## config.mk

```make
export PLATFORM = sky130hd
export DESIGN_NAME = clk_div_ctrl
export DESIGN_NICKNAME = d
export VERILOG_FILES = /design/src/rtl/clk_div_ctrl.sv
export SDC_FILE = /design/constraint.sdc
export NUM_CORES = 1
export LEC_CHECK = 0
export CAP_MARGIN = 25
export CORE_MARGIN = 2
export CORE_UTILIZATION = 43
export CTS_CLUSTER_SIZE = 8
export DETAILED_ROUTE_END_ITERATION = 12
export HOLD_SLACK_MARGIN = 0.03
export PLACE_DENSITY = 0.7
export RECOVER_POWER = 100
export SKIP_LAST_GASP = 1
export SYNTH_ARGS = -nofsm -noshare
export SYNTH_HDL_FRONTEND = slang
export SYNTH_SLANG_ARGS = --single-unit
export TNS_END_PERCENT = 30
```

## constraint.sdc

```tcl
create_clock -name clk -period 6.15 [get_ports clk]
set_input_delay 1.23 -clock clk [delete_from_list [all_inputs] [get_ports clk]]
set_output_delay 1.23 -clock clk [all_outputs]
set_load 0.02 [all_outputs]
```

## src/rtl/clk_div_ctrl.sv

```systemverilog
// Multi-channel programmable clock-enable scheduler: per-channel divide ratio,
// one-cycle enable pulse and near-50% square wave, with boundary-aligned ratio updates.
module clk_div_ctrl #(
    parameter int unsigned NUM_CH = 4,
    parameter int unsigned DIV_W  = 8,
    parameter int unsigned CH_W   = 2
) (
    input  logic              clk,
    input  logic              reset,
    input  logic              cfg_valid,
    output logic              cfg_ready,
    input  logic [CH_W-1:0]   cfg_ch,
    input  logic [DIV_W-1:0]  cfg_div,
    input  logic              sync,
    output logic [NUM_CH-1:0] ce,
    output logic [NUM_CH-1:0] clk_out,
    output logic [NUM_CH-1:0] pending,
    output logic [NUM_CH-1:0] running
);

    logic [DIV_W-1:0]  d_q   [NUM_CH];
    logic [DIV_W-1:0]  d_n   [NUM_CH];
    logic [DIV_W-1:0]  cnt_q [NUM_CH];
    logic [DIV_W-1:0]  cnt_n [NUM_CH];
    logic [DIV_W-1:0]  p_q   [NUM_CH];
    logic [DIV_W-1:0]  p_n   [NUM_CH];
    logic [NUM_CH-1:0] pend_q, pend_n;
    logic [NUM_CH-1:0] ce_q, ce_n;
    logic [NUM_CH-1:0] clk_q, clk_n;
    logic [NUM_CH-1:0] run_q, run_n;
    logic [NUM_CH-1:0] take;
    logic              slot_busy;

    // Config accept: channel in range and its pending slot free
    always_comb begin
        slot_busy = 1'b0;
        take      = '0;
        for (int i = 0; i < int'(NUM_CH); i++) begin
            if (cfg_ch == CH_W'(i)) slot_busy = pend_q[i];
        end
        cfg_ready = (32'(cfg_ch) < NUM_CH) && !slot_busy;
        for (int i = 0; i < int'(NUM_CH); i++) begin
            take[i] = cfg_valid && cfg_ready && (cfg_ch == CH_W'(i));
        end
    end

    // Per-channel next state; outputs are decoded from the next-state count
    always_comb begin
        pend_n = pend_q;
        ce_n   = '0;
        clk_n  = '0;
        run_n  = '0;
        for (int i = 0; i < int'(NUM_CH); i++) begin
            d_n[i]   = d_q[i];
            cnt_n[i] = cnt_q[i];
            p_n[i]   = p_q[i];
            if (d_q[i] == '0) begin
                cnt_n[i] = '0;
                if (take[i]) d_n[i] = cfg_div;
            end else if (sync || (cnt_q[i] == d_q[i] - DIV_W'(1))) begin
                // Period boundary or sync restart: new ratio lands here
                cnt_n[i] = '0;
                if (take[i]) begin
                    d_n[i] = cfg_div;
                end else if (pend_q[i]) begin
                    d_n[i]    = p_q[i];
                    pend_n[i] = 1'b0;
                end
            end else begin
                cnt_n[i] = cnt_q[i] + DIV_W'(1);
                if (take[i]) begin
                    p_n[i]    = cfg_div;
                    pend_n[i] = 1'b1;
                end
            end
            run_n[i] = (d_n[i] != '0);
            ce_n[i]  = (d_n[i] != '0) && (cnt_n[i] == d_n[i] - DIV_W'(1));
            // High for ceil(D/2) counts; D=1 keeps the square wave low
            clk_n[i] = (d_n[i] > DIV_W'(1)) &&
                       ({1'b0, cnt_n[i]} < (({1'b0, d_n[i]} + (DIV_W+1)'(1)) >> 1));
        end
    end

    always_ff @(posedge clk) begin
        if (reset) begin
            for (int i = 0; i < int'(NUM_CH); i++) begin
                d_q[i]   <= '0;
                cnt_q[i] <= '0;
                p_q[i]   <= '0;
            end
            pend_q <= '0;
            ce_q   <= '0;
            clk_q  <= '0;
            run_q  <= '0;
        end else begin
            for (int i = 0; i < int'(NUM_CH); i++) begin
                d_q[i]   <= d_n[i];
                cnt_q[i] <= cnt_n[i];
                p_q[i]   <= p_n[i];
            end
            pend_q <= pend_n;
            ce_q   <= ce_n;
            clk_q  <= clk_n;
            run_q  <= run_n;
        end
    end

    assign ce      = ce_q;
    assign clk_out = clk_q;
    assign pending = pend_q;
    assign running = run_q;

endmodule

```

### Word-level counts from Yosys, hierarchy flattened

Memories as Yosys holds them, arrays and structs flattened.
Index checks and enable logic that the tools add are counted.

* input bits: 14
* bits in registers: 16
* output and inout bits: 17
* word-level logic and storage cells: 171
* memory bits (read-only): 0
* latch bits: 0
* RAM bits: 96
* memories: 3

* reduce and logical (&&, ||, !) cells: 35
* multipliers: 0
* order comparisons: 8
* muxes and demuxes: 71
* bitwise operators: 16
* divide/modulo/power cells: 0
* $add $sub $neg: 16
* eq/ne operators: 15
* shifts and indexed selects: 0

Memory list
* cnt_q: words 4, width 8, read ports 4, clocked after Yosys merged registers in 0, wr ports 4, RTL line 23 `logic [DIV_W-1:0] cnt_q [NUM_CH];`
* d_q: words 4, width 8, read ports 4, clocked after Yosys merged registers in 0, wr ports 4, RTL line 21 `logic [DIV_W-1:0] d_q [NUM_CH];`
* p_q: words 4, width 8, read ports 4, clocked after Yosys merged registers in 0, wr ports 4, RTL line 25 `logic [DIV_W-1:0] p_q [NUM_CH];`

Operators with widths (count)
* $mux W8: 52
* $eq A8 B8 Y1: 8
* $sub A8 B1 Y8 const B: 8
* $add A8 B1 Y9 const B: 4
* $add A8 B1 Y8 const B: 4
* $gt A8 B1 Y1 const B: 4
* $logic_not A8 Y1: 4
* $lt A8 B8 Y1: 4
* $reduce_bool A8 Y1: 4
* $mux W1: 19
* $logic_and A1 B1 Y1: 13
* $or A1 B1 Y1: 12
* $reduce_and A3 Y1: 4
* $ne A2 B2 Y1 const B: 4
* $reduce_bool A2 Y1: 4
* $eq A2 B2 Y1 const B: 2
* $logic_or A1 B1 Y1: 4
* $not A1 Y1: 4
* $eq A2 B1 Y1 const B: 1
* $logic_not A2 Y1: 1
* $logic_not A1 Y1: 1

### Logic depth before layout (Yosys ltp)

Gate-level depths: netlist of the first run.

* word-level depth: 14
* gate-level depth with buffers: 20
* gate-level depth less buffers: 20

### Worst setup path before layout of the first run

Ideal clock, no wire load.

* kind: flip-flop to flip-flop
* start: memory d_q[1][0]
* end: register clk_q[1] (netlist: clk_out[1])
* period minus slack after synthesis: 4386 ps
* buffers on the path: 0
* cell stages (with the launch flop): 20
* library setup time: 58 ps
* data required time: 6092 ps
* data arrival time: 4328 ps
* setup slack: 1764 ps
* cell sequence: dfxtp_1 -> inv_1 -> ha_1 -> or3b_1 -> or3_1 -> a2111oi_1 -> o211ai_2 -> nand2_1 -> nand2_1 -> o221ai_1 -> inv_1 -> ha_1 -> nand2_1 -> xnor2_1 -> ha_1 -> a21o_1 -> a21oi_1 -> nor2b_1 -> a311oi_1 -> o211a_1

RTL lines
* start: declaration: RTL line 21
* end signal: assignment: RTL line 103 `clk_q <= clk_n;`
* end: declaration: RTL line 29 `logic [NUM_CH-1:0] clk_q, clk_n;`

==> summary.md, run 1 <==
The die is 142.2 microns wide. The largest fanout on the critical path was 7. Worst-case clock skew: 0.01132 ns.

In this run switching power makes up 39.28% of total power. The worst setup path is captured at a register. Summed over all layers, the routed wires come to 21,220 microns. Of the total synthesized cell area, the portion taken by XOR and XNOR cells is 12.12%. The die span in y was 142.2 microns; the worst hold slack was 0.4756 ns. The share of total power dissipated in the clock network is 24.9%. The run gives 0.1496 mV as the worst voltage drop across the vdd grid. In this run the mean area of a mapped cell was 7.902 sq um. The number of nets in the synthesized netlist is 1,105.

The quantity of gates resized following cts came out at 0. After the last flow step, the layout net total stands at 1,104. Global routing consumed, over all layers together, 21.30% of the routing resources. The share of power burned in combinational logic came out at 41.5%. The number of global-route vias before repair is 6,872, and the clock latency on the worst-skew pair is 0.37 ns. At the pin with the least slew margin, the transition time is 1.292 ns. The first-pass GRT wire length was 35,110 microns.

For the worst setup path, the data arrival time is 5.69 ns. The H-tree was split into 3 levels. Summed over all cells, the static leakage comes to 3.606 nW. The synthesized netlist devotes 18.12% of its cell area to compound gates.

Registers are responsible for 33.6% of the overall power. Setup violations remaining at the end of the flow were counted as 0. The final instance area is 8885 sq um, and the placement-stage cell area is 8673 sq um. The repair_antennas step left the layout with diodes totalling 0.

The effective utilization at floorplan was 43.93%; the remaining design rule violation count was 0. The core box area came out at 18,710 sq um. Summed instance area of the synthesized netlist: 8218 sq um. The share of the synthesized area in the top cell type was 27.28%. The fraction of final layout cells with drive strength greater than 1 is 3.835%, and the total clock buffers created by CTS is 9.

Number of max-cap violations: 0. The floorplan step defined a die boundary enclosing 20,230 sq um. The tools report the post-detailed-placement half-perimeter wirelength as 15,510 microns. Entering global routing, the biggest net connects 65 pins.

The number of synthesized flops with an enable pin was 0. Share of synthesized cell area in full adder, half adder and majority cells: 7.765%. In this run the deepest clock path goes through 2 buffers. The dominant combinational cell family by area after synthesis was simple AND/OR/NAND/NOR gates. The detailed router placed 7,494 vias in this run.

The switching component of the power came out at 0.9751 mW. The number of antenna violations at the first check in global routing was 0; the total power consumption of the routed design was 2.482 mW. By area the synthesized netlist is led by sky130_fd_sc_hd__dfxtp_1 (27%), sky130_fd_sc_hd__ha_1 (7.8%), sky130_fd_sc_hd__xnor2_1 (6.9%). The number of iterations in the first detailed-routing pass was 8; the total global routing overflow was 0. Routability-driven placement finished with a final weighted congestion of 0.9091. Sequential cells were found to cover 27.28% of the synthesized design area.

The tools report the total instance count after detailed placement as 1,262. The type of the worst min-delay path was register to register. The routed design could run at a clock period as short as 5.386 ns. After floorplanning, the core was divided into 50 placement rows.

Dividing the detail-routed wire length by the instance count gives 16.62 microns. Buffers added to address setup during post-CTS repair amount to 0. Summed over all instances, the cell type with the most area after synthesis is sky130_fd_sc_hd__dfxtp_1. Count of unique library cells instantiated by Yosys: 83. The kind of start point of the critical path was a register. The synthesized instance count is 1,040, and the total negative setup slack is 0 ns.

The via count normalized by instance count came out at 5.868. The portion of the clock cycle consumed by the worst path in the final layout works out to 87.58%. Core occupancy in the finished layout: 47.50%. Most frequent cell after synthesis: sky130_fd_sc_hd__nor2_1.

The most used flip-flop cell after synthesis is sky130_fd_sc_hd__dfxtp_1. The clock net in this run drives a total of 112 sinks. The worst path meets setup with 0.7636 ns of slack.

The post-placement setup slack came out at 1.050 ns. Power spread over the standard cell area amounts to 279.4 nW/um^2. Number of top-level pins: 31.

Data on the critical path is required at its endpoint by 6.46 ns. Setup repair after global routing left no endpoint under its margin. CTS placed an instance of sky130_fd_sc_hd__clkbuf_16 at the clock tree root.

Counting instances in the post-synthesis netlist gives the leading cell types as sky130_fd_sc_hd__nor2_1 (151), sky130_fd_sc_hd__dfxtp_1 (112), sky130_fd_sc_hd__xnor2_1 (65). The final max-slew violation count was 0; the fraction of registers with async set or reset after synthesis was 0%. The flow ran to the end, and the final reports show no timing, DRC or antenna violations. The internal power of the cells totals 1.507 mW. For this run, the number of Yosys warnings is 0.

Number of endpoints with negative hold slack in the final report: 0. The area share of and/or/nand/nor cells after synthesis is 24.83%. The worst setup path is of the register to register kind. The synthesized design contains 112 register bits. TritonCTS built the clock tree.

The number of routed nets with antenna violations was 0; the number of DRC markers in iteration 0 was 641. For the remaining max-slew budget at the tightest pin, the log shows 13.89%. The clock transition at the registers of the reported paths is 0.08 ns. The non-filler instance count after layout was 1,277. Derived from the worst setup path, the maximum achievable clock frequency is 0.1857 GHz. The number of buffers inserted by port buffering is 30, and the post-synthesis mux area share is 5.314%. Hold repair after CTS inserted 0 buffers. The area growth from synthesis to layout is 8.115%.
[critical path, cell delays in order, from the launching register on]
cell and delay [ns]:
sky130_fd_sc_hd__dfxtp_1 0.37, sky130_fd_sc_hd__or4_1 0.63, sky130_fd_sc_hd__or3_1 0.35, sky130_fd_sc_hd__a2111oi_0 0.94, sky130_fd_sc_hd__o31a_1 0.40, sky130_fd_sc_hd__o21ai_0 0.11
sky130_fd_sc_hd__a2bb2oi_1 0.15, sky130_fd_sc_hd__o21ai_0 0.74, sky130_fd_sc_hd__inv_1 0.25, sky130_fd_sc_hd__ha_1 0.33, sky130_fd_sc_hd__nand2_1 0.11, sky130_fd_sc_hd__xnor2_1 0.12
sky130_fd_sc_hd__ha_1 0.26, sky130_fd_sc_hd__a21oi_1 0.14, sky130_fd_sc_hd__nor2b_1 0.06, sky130_fd_sc_hd__o21ai_0 0.14, sky130_fd_sc_hd__nand3_1 0.10, sky130_fd_sc_hd__nor2_1 0.11
[power by group through the flow]
stage,registers (mW),logic (mW),clock network (mW)
2_1_floorplan,0.831,0.811,0
4_1_cts,0.832,1.04,0.625
3_3_place_gp,0.849,1.02,0
5_1_grt,0.841,1.15,0.652
6_report,0.833,1.03,0.618
3_5_place_dp,0.849,1.03,0
[registers in the layout, indices dropped and copies added (netlist names)]
register,flops
cnt_q,32
d_q,32
p_q,32
ce,4
clk_out,4
pending,4
running,4
[layer usage]
layer	vias up	share of wire (%)	routed length (microns)	track usage, %
met1	3557	49	10440	30.12
li1	3731	-	-	-
met3	32	4.0	841	3.096
met2	174	45	9569	33.49
met4	0	1.7	371	6.684
met5	-	0	0	0
[cell type report]
class | count | area, sq um
multi-input cells | 832 | 5545
repair buffers | 40 | 346.6
clock inverters | 6 | 67.56
clock buffers | 9 | 225.2
inverters | 44 | 165.2
well taps | 234 | 292.8
flip-flops and latches | 112 | 2242
fillers | 1855 | 9821
[cell families (layout without fill, tap and decap cells)]
logic type	Yosys count	count (layout)
AO/OA/AOI/OAI	207	207
AND/OR/NAND/NOR	419	419
flip-flops	112	112
buffers and inverters	96	99
multiplexers	43	43
adder cells (fa/ha/maj)	51	51
XOR/XNOR	112	112
[final timing paths]
path | start | to | slack [ns] | depth (start not counted)
worst max register to register | d_q[3][1]$_SDFF_PP0_ | clk_out[3]$_SDFF_PP0_ | 0.76 | 17
worst max-delay path | d_q[3][1]$_SDFF_PP0_ | clk_out[3]$_SDFF_PP0_ | 0.76 | 17
worst min-delay path | p_q[3][7]$_SDFFE_PP0P_ | p_q[3][7]$_SDFFE_PP0P_ | 0.48 | 2
worst min register to register | p_q[3][7]$_SDFFE_PP0P_ | p_q[3][7]$_SDFFE_PP0P_ | 0.48 | 2
[cell usage in the layout, fill, tap and decap left out, types with 18 or more instances in the layout]
cell type / netlist / final
sky130_fd_sc_hd__a21oi_1: 53 / 53
sky130_fd_sc_hd__dfxtp_1: 112 / 112
sky130_fd_sc_hd__dlygate4sd3_1: 0 / 18
sky130_fd_sc_hd__ha_1: 51 / 51
sky130_fd_sc_hd__inv_1: 43 / 43
sky130_fd_sc_hd__mux2i_1: 38 / 38
sky130_fd_sc_hd__nand2_1: 61 / 62
sky130_fd_sc_hd__nand3_1: 48 / 48
sky130_fd_sc_hd__nor2_1: 151 / 152
sky130_fd_sc_hd__nor3_1: 54 / 54
sky130_fd_sc_hd__o21ai_0: 31 / 32
sky130_fd_sc_hd__xnor2_1: 65 / 65
sky130_fd_sc_hd__xor2_1: 46 / 46
(Power assumes the default switching activity.)
==> run 2: changes to the inputs <==
REMOVE_ABC_BUFFERS = 1   (was default)
==> run 2 against run 1 <==
  * Fmax up 0.50%
  * Combinational power about the same
  * Utilization about the same
  * Hold slack worse by 0.0020 ns
  * Flip-flop and latch count unchanged
  * Global-route usage about the same
  * Clock-buffer cell count up 2
  * First-iteration DRC count down 2.5%
  * Final cell count up 0.31%
  * Critical path type unchanged
  * Critical endpoint unchanged
==> summary.md, run 2 (synthesis results as in run 1) <==
The quantity of hold-fixing buffers added after cts was 0 (unchanged). Setup repair after global routing left no endpoint under its margin. The logs give 0 (unchanged) for the remaining design rule violation count and 1,109 (+0.45%) for the net count of the finished layout. The run gives 15,660 microns (+1.0%) as the post-detailed-placement half-perimeter wirelength. The transition time of the tightest slew-check pin is 1.215 ns (-0.07681 ns), and the largest fanout on the critical path is 7 (unchanged). The number of global-route vias before repair was 6,873 (+0.015%).

The shortest period the worst path allows is 5.360 ns (-0.02660 ns). In this run the critical register-to-register path is captured at clk_out[3]$_SDFF_PP0_. The slowest cell on the critical path is sky130_fd_sc_hd__a2111oi_0. The logs give 0 (unchanged) for the number of max-cap violations and 0 (unchanged) for the total global routing overflow.

The number of buffers inserted by port buffering came out at 30 (unchanged). The largest registers in the layout are cnt_q: 32 flops, d_q: 32 flops, p_q: 32 flops. For the remaining max-slew budget at the tightest pin, the log shows 19.02% (+5.1 points). The reg-to-reg critical path startpoint is d_q[3][1]$_SDFF_PP0_. For the number of DRC markers in iteration 0, the log shows 625 (-2.5%). The run gives 3 (unchanged) as the number of levels in the clock H-tree. The clock transition at the registers of the reported paths was 0.07 ns (about the same); the number of buffer and inverter stages on the critical path was 1 (unchanged).

The die span in y is 142.2 microns (unchanged), and the core box area is 18,710 sq um (unchanged). For the total number of vias, the log shows 7,541 (+0.63%). The layer carrying the most global-route usage was met2. For the worst voltage drop across the vdd grid, the log shows 0.2079 mV (+39%). Leaving out fill and tap cells, the most frequent cell in the layout is sky130_fd_sc_hd__nor2_1. By startpoint and endpoint, the worst setup path is classified as register to register. The path class of the tightest hold or removal check is register to register. The run gives 1,267 (+0.40%) as the total instance count after detailed placement. The all-layer global routing usage is 21.35% (+0.044 points). Non-filler instance count after layout: 1,281 (+0.31%).

The critical path goes through or4_1 -> or3_1 -> a2111oi_0 -> o31a_1 -> o21ai_0 -> a2bb2oi_1 -> o21ai_0 -> inv_1 -> ha_1 -> xnor2_1 -> ha_1 -> a21o_1 -> a21o_1 -> a21oi_1 -> nor2_1 -> nor2_1. The delay of the slowest critical-path stage is 0.87 ns (-0.07 ns), and the switching component of the power is 0.9524 mW (-2.3%). The tools report the antenna cell count as 0 (unchanged). The switching fraction of total power was 39.08% (-0.21 points); the number of top-level pins was 31 (unchanged). The number of placement rows came out at 50 (unchanged).

The maximum number of pins on one net before global-route repair is 76 (+17%), and the met2 capacity usage during global routing is 34.27% (+0.79 points). Number of endpoints with negative hold slack in the final report: 0 (unchanged). The share of power burned in combinational logic is 42.7% (+1.2 points), and the via count normalized by instance count is 5.887 (+0.31%).

TritonCTS built the clock tree. The maximum frequency from static timing analysis is 0.1866 GHz (+0.50%), and the cell-internal power is 1.485 mW (-1.5%). The fraction of final layout cells with drive strength greater than 1 came out at 3.916% (+0.081 points). The die width was 142.2 microns (unchanged).

The number of routed nets with antenna violations came out at 0 (unchanged). The kind of start point of the critical path is a register. The global routing met1 resource utilization came out at 29.83% (-0.29 points).

The run gives 0 (unchanged) as the final max-slew violation count. The total negative setup slack came out at 0 ns (unchanged). The data required time of the worst path came out at 6.45 ns (about the same). The tools report the clock latency on the worst-skew pair as 0.36 ns (about the same). The run gives 34,940 microns (-0.49%) as the first-pass GRT wire length.

The number of antenna violations at the first check in global routing is 0 (unchanged), and the setup violation total in the final timing report is 0 (unchanged). For the number of buffers inserted by post-CTS setup repair, the log shows 0 (unchanged). The run finished with clean final reports.

The effective utilization at floorplan was 43.93% (unchanged). Kind of cell adding the most delay to the critical path: compound AO/OA/AOI/OAI gates. CTS placed an instance of sky130_fd_sc_hd__clkbuf_16 at the clock tree root. The average detailed-routed wire length per instance came out at 16.70 microns (+0.48%). The reported leakage power is 3.617 nW (+0.32%), and the power density over the cells is 274.0 nW/um^2 (-1.9%). The critical path data arrival time was 5.66 ns (-0.03 ns); the sequential cell area in the final layout was 2242 sq um (unchanged). The signed area change from the synthesized netlist to the final layout was 8.222% (about the same); the slack of the worst reg-to-reg path was 0.79 ns (+0.03 ns). The run gives 0.006052 ns (-0.005263 ns) as the worst-case clock skew. The worst hold path stage count came out at 2 (unchanged). The logs give 23.2% (-1.7 points) for the clock network fraction of design power and 34.1% (+0.5 points) for the sequential share of power.

The startpoint identified for the worst hold timing path is p_q[3][7]$_SDFFE_PP0P_. The portion of the clock cycle consumed by the worst path in the final layout is 87.15% (-0.43 points), and the met3 global-route usage is 2.490% (-0.61 points). STA classifies the critical path endpoint as a register.

The tools report the clock tree buffer depth as 2 (unchanged). The hold path endpoint was p_q[3][7]$_SDFFE_PP0P_. The length in cells of the worst reg-to-reg path was 16 (-1).

Leaving out fill and tap cells, the most frequent cells in the layout are sky130_fd_sc_hd__nor2_1 (152), sky130_fd_sc_hd__dfxtp_1 (112), sky130_fd_sc_hd__xnor2_1 (65). The die area is 20,230 sq um (unchanged). The tools report the total clock buffers created by CTS as 9 (unchanged). The tools report the number of iterations in the first detailed-routing pass as 5 (-3). The combined area of the multi-input logic cells was 5557 sq um (+0.20%); the number of filler instances in the final layout was 1,865 (+0.54%).

The overall routed net length came out at 21,390 microns (+0.80%). The quantity of gates resized following cts is 0 (unchanged), and the global placement routability congestion is 0.9044 (-0.52%). The tools report the count of clock tree sinks as 112 (unchanged).
[run 2: cell types whose count changed in the layout (fill, tap and decap cells not counted), sizes merged]
cell           delta
clkbuf            +7
clkinv            +2
clkinvlp          -2
inv               -2
bufinv            -1
clkdlybuf4s50     -1
dlygate4sd3       +1
[run 2: how the worst max path moves through the flow]
stage / startpoint / to / cells past startpoint
6_report: d_q[3][1]$_SDFF_PP0_ / clk_out[3]$_SDFF_PP0_ / 16
5_1_grt: d_q[2][0]$_SDFF_PP0_ / clk_out[2]$_SDFF_PP0_ / 20
4_1_cts: d_q[2][2]$_SDFF_PP0_ / clk_out[2]$_SDFF_PP0_ / 18
3_5_place_dp: sync / clk_out[2]$_SDFF_PP0_ / 14
3_3_place_gp: sync / clk_out[2]$_SDFF_PP0_ / 14
2_1_floorplan: d_q[1][0]$_SDFF_PP0_ / clk_out[1]$_SDFF_PP0_ / 19
[run 2: cell type report]
type	count	area share, %
inverters	44	1.857
well taps	234	3.292
clock inverters	3	0.2110
multi-input cells	832	62.48
repair buffers	45	4.108
flip-flops and latches	112	25.21
clock buffers	11	2.842
[run 2: through the flow]
step	hold slack [ns]	power, mW	area [sq um]	utilization, %	worst slack (ns)
2_1_floorplan	0.4300	1.616	8008	-	1.735
3_3_place_gp	0.4498	1.886	8711	46.57	1.039
3_5_place_dp	0.4528	1.902	8711	46.57	0.8895
4_1_cts	0.4663	2.467	8982	48.02	1.223
5_1_grt	0.5101	2.607	8894	47.55	0.4956
6_report	0.4736	2.437	8894	47.55	0.7902
[run 2: per-layer routing]
layer | wire [microns] | share of wire, %
met5 | 0 | 0
met4 | 416 | 1.9
met3 | 1151 | 5.4
met2 | 9651 | 45
met1 | 10170 | 48
[run 2: power by group through the flow]
stage | clock network (mW) | registers [mW] | logic (mW)
floorplan | 0 | 0.847 | 0.769
global placement | 0 | 0.846 | 1.04
detailed placement | 0 | 0.847 | 1.05
CTS | 0.576 | 0.830 | 1.06
global route | 0.605 | 0.839 | 1.16
finish | 0.565 | 0.832 | 1.04
[run 2: worst reg2reg max path, cell delays in order, from the launching register on]
cell	delay [ns]
sky130_fd_sc_hd__dfxtp_1	0.36
sky130_fd_sc_hd__or4_1	0.63
sky130_fd_sc_hd__or3_1	0.33
sky130_fd_sc_hd__a2111oi_0	0.87
sky130_fd_sc_hd__o31a_1	0.41
sky130_fd_sc_hd__o21ai_0	0.16
sky130_fd_sc_hd__a2bb2oi_1	0.16
sky130_fd_sc_hd__o21ai_0	0.73
sky130_fd_sc_hd__inv_1	0.26
sky130_fd_sc_hd__ha_1	0.33
sky130_fd_sc_hd__xnor2_1	0.14
sky130_fd_sc_hd__ha_1	0.28
sky130_fd_sc_hd__a21o_1	0.15
sky130_fd_sc_hd__a21o_1	0.17
sky130_fd_sc_hd__a21oi_1	0.20
sky130_fd_sc_hd__nor2_1	0.06
sky130_fd_sc_hd__nor2_1	0.08
==> run 3: changes to the inputs <==
PLACE_DENSITY = 0.72   (was 0.7)
clock period = 4.6 ns   (was 6.15 ns; I/O delays follow)
==> run 3 against run 2 <==
  * Clock skew grew 0.0056 ns
  * Register-to-register slack worse by 0.58 ns
  * Combinational power grew 55%
  * Final area rose by 5.7%
  * Clock-buffer cell count is 1 lower
  * Die area stayed put
  * Critical path depth up 1
  * Setup slack got worse by 0.58 ns
  * Non-clock buffer count rose by 43
  * Fmax up 22%
  * Highest routed layer is now met5
==> summary.md, run 3 (synthesis results as in run 1) <==
The signed area change from the synthesized netlist to the final layout came out at 14.43%. The number of top-level pins was 31 (unchanged); the total negative setup slack was 0 ns (unchanged). The clock network fraction of design power was 23.4% (+0.2 points).

The run finished with clean final reports. The logs give 7,155 (+4.1%) for the number of global-route vias before repair and 0 (unchanged) for the number of max-cap violations. Share of power burned in combinational logic: 45.6% (+2.9 points). The number of routed nets with antenna violations came out at 0 (unchanged).

The final max-slew violation count is 0 (unchanged). The clock transition at the registers of the reported paths is 0.08 ns (about the same). In this run the most critical hold path is launched from p_q[3][7]$_SDFFE_PP0P_.

The number of buffers inserted by port buffering is 30 (unchanged). For the non-filler instance count after layout, the log shows 1,326 (+3.5%). Setup repair after global routing could not meet its margin everywhere. The remaining max-slew budget at the tightest pin was 39.27% (+20 points).

TritonCTS built the clock tree. The tools report the post-detailed-placement half-perimeter wirelength as 16,390 microns (+4.6%). In this run the critical register-to-register path is launched from d_q[3][1]$_SDFF_PP0_. The quantity of hold-fixing buffers added after cts came out at 0 (unchanged). The count of clock tree sinks is 112 (unchanged). Endpoint type of the worst setup path: a register. The run gives 0.01170 ns (+0.005648 ns) as the worst-case clock skew. The number of levels in the clock H-tree is 3 (unchanged). The shortest period the worst path allows came out at 4.388 ns (-0.9715 ns). The delay of the slowest critical-path stage is 0.63 ns (-0.24 ns), and the critical path data arrival time is 4.69 ns (-0.97 ns).

The via count normalized by instance count works out to 5.883 (about the same). The all-layer global routing usage is 21.78% (+0.43 points). The run gives 18,710 sq um (unchanged) as the core box area. For the global placement routability congestion, the log shows 0.9346 (+3.3%). The total number of vias is 7,801 (+3.4%), and the number of placement rows is 50 (unchanged). The run gives 2.159 mW (+45%) as the cell-internal power. The signal on the critical path passes through or4_1 -> or3_1 -> a2111oi_2 -> o31a_1 -> nor2_1 -> o31a_1 -> nand2_1 -> and3_1 -> and2_1 -> nand2_1 -> xnor2_1 -> ha_1 -> a21oi_1 -> nor2b_1 -> o21ai_0 -> nand3_1 -> nor2_1. The setup violation total in the final timing report is 0 (unchanged), and the number of antenna violations at the first check in global routing is 1 (+1). The total clock buffers created by CTS came out at 9 (unchanged). The die area came out at 20,230 sq um (unchanged). The tools report the number of iterations in the first detailed-routing pass as 5 (unchanged).

The portion of the clock cycle consumed by the worst path in the final layout was 95.40% (+8.2 points); the average detailed-routed wire length per instance was 16.57 microns (-0.80%). The logs give 0.2117 ns (-0.5785 ns) for the worst-case setup margin in the final layout and 1,306 (+3.1%) for the total instance count after detailed placement. The largest registers in the layout are cnt_q: 32 flops, d_q: 32 flops, p_q: 32 flops. The run gives 0 (unchanged) as the remaining design rule violation count. The clock tree buffer depth is 2 (unchanged), and the net count of the finished layout is 1,152 (+3.9%).

The switching component of the power came out at 1.375 mW (+44%). The number of endpoints with negative hold slack in the final report is 0 (unchanged), and the effective utilization at floorplan is 43.93% (unchanged). Tracing the worst setup path back leads to its startpoint at d_q[3][1]$_SDFF_PP0_.

The die width was 142.2 microns (unchanged). The number of filler instances in the final layout is 1,784 (-4.3%), and the sequential share of power is 31.0% (-3.1 points). The worst setup path is of the register to register kind.

The maximum frequency from static timing analysis was 0.2279 GHz (+22%); the worst voltage drop across the vdd grid was 0.4004 mV (+93%). The total global routing overflow is 0 (unchanged), and the overall routed net length is 21,970 microns (+2.7%). Clock tree synthesis selected as its root buffer the cell sky130_fd_sc_hd__clkbuf_16. The reported leakage power came out at 3.872 nW (+7.0%). The slowest cell on the critical path is sky130_fd_sc_hd__or4_1. The library cell used most frequently in the layout, excluding fill and tap cells, is sky130_fd_sc_hd__nor2_1. The power density over the cells was 375.9 nW/um^2 (+37%).

The largest fanout on the critical path is 7 (unchanged). Post-placement setup slack: 0.02441 ns (-0.8651 ns). The antenna cell count was 0 (unchanged); the switching fraction of total power was 38.91% (-0.17 points).

The min-delay analysis places its worst path in the category register to register. The run gives 35,850 microns (+2.6%) as the first-pass GRT wire length. Kind of start point of the critical path: a register.

Maximum number of pins on one net before global-route repair: 83 (+9.2%). The die span in y was 142.2 microns (unchanged); the fraction of final layout cells with drive strength greater than 1 was 10.44% (+6.5 points). The transition time of the tightest slew-check pin was 0.9109 ns (-0.3039 ns); the data required time of the worst path was 4.90 ns (-1.55 ns). For the number of DRC markers in iteration 0, the log shows 755 (+21%). The clock latency on the worst-skew pair came out at 0.36 ns (about the same). The library cells used most frequently in the layout, excluding fill and tap cells, are sky130_fd_sc_hd__nor2_1 (150), sky130_fd_sc_hd__dfxtp_1 (112), sky130_fd_sc_hd__xnor2_1 (65). The run gives 0.4624 ns (-0.01116 ns) as the worst hold slack.
run 3: per-stage QoR:
stage | cell area (sq um) | util (%) | total power [mW]
4_1_cts | 9314 | 49.79 | 3.512
6_report | 9404 | 50.27 | 3.535
3_5_place_dp | 9004 | 48.13 | 2.680
5_1_grt | 9404 | 50.27 | 3.745
3_3_place_gp | 8996 | 48.09 | 2.651
2_1_floorplan | 8008 | - | 2.160
run 3: final timing paths:
path / end / depth (start not counted) / slack (ns)
worst max-delay path: clk_out[3]$_SDFF_PP0_ / 17 / 0.21
worst min-delay path: p_q[3][7]$_SDFFE_PP0P_ / 2 / 0.46
worst max register to register: clk_out[3]$_SDFF_PP0_ / 17 / 0.21
worst min register to register: p_q[3][7]$_SDFFE_PP0P_ / 2 / 0.46
run 3: cell type report:
type | count | area, sq um | area share [%]
repair buffers | 88 | 729.5 | 7.757
inverters | 44 | 165.2 | 1.756
clock inverters | 6 | 66.31 | 0.7052
flip-flops and latches | 112 | 2242 | 23.84
clock buffers | 10 | 239.0 | 2.541
well taps | 234 | 292.8 | 3.113
multi-input cells | 832 | 5669 | 60.28
run 3: per-layer routing:
layer | vias up | global-route usage [%] | part of all wire [%]
met5 | - | 0 | 0.050
met4 | 2 | 7.105 | 2.4
met3 | 41 | 2.624 | 5.0
met2 | 245 | 35.34 | 46
met1 | 3695 | 30.09 | 46
li1 | 3818 | - | -
run 3: what timing repair did:
action / in CTS / in global routing
buffers inserted: 0 / 4
pin swaps: 0 / 3
endpoints found under the hold margin: 0 / 0
resized for setup: 1 / 14
endpoints found under the setup margin: 1 / 6
run 3: power groups by stage:
stage	Combinational (mW)	Clock (mW)	Sequential, mW
after floorplan	1.03	0	1.13
after global placement	1.54	0	1.12
final	1.61	0.828	1.10
after detailed placement	1.56	0	1.12
after CTS	1.58	0.837	1.09
after global routing	1.77	0.872	1.10
run 3: critical path: cells and delay by family, from the launching register on:
family	cells	cell delay, ns
and+or+nand+nor	10	2.00
xor gates and xnor gates	1	0.18
adders and majority gates	1	0.27
AOI/OAI and AO/OA	5	1.51
DFF	1	0.37
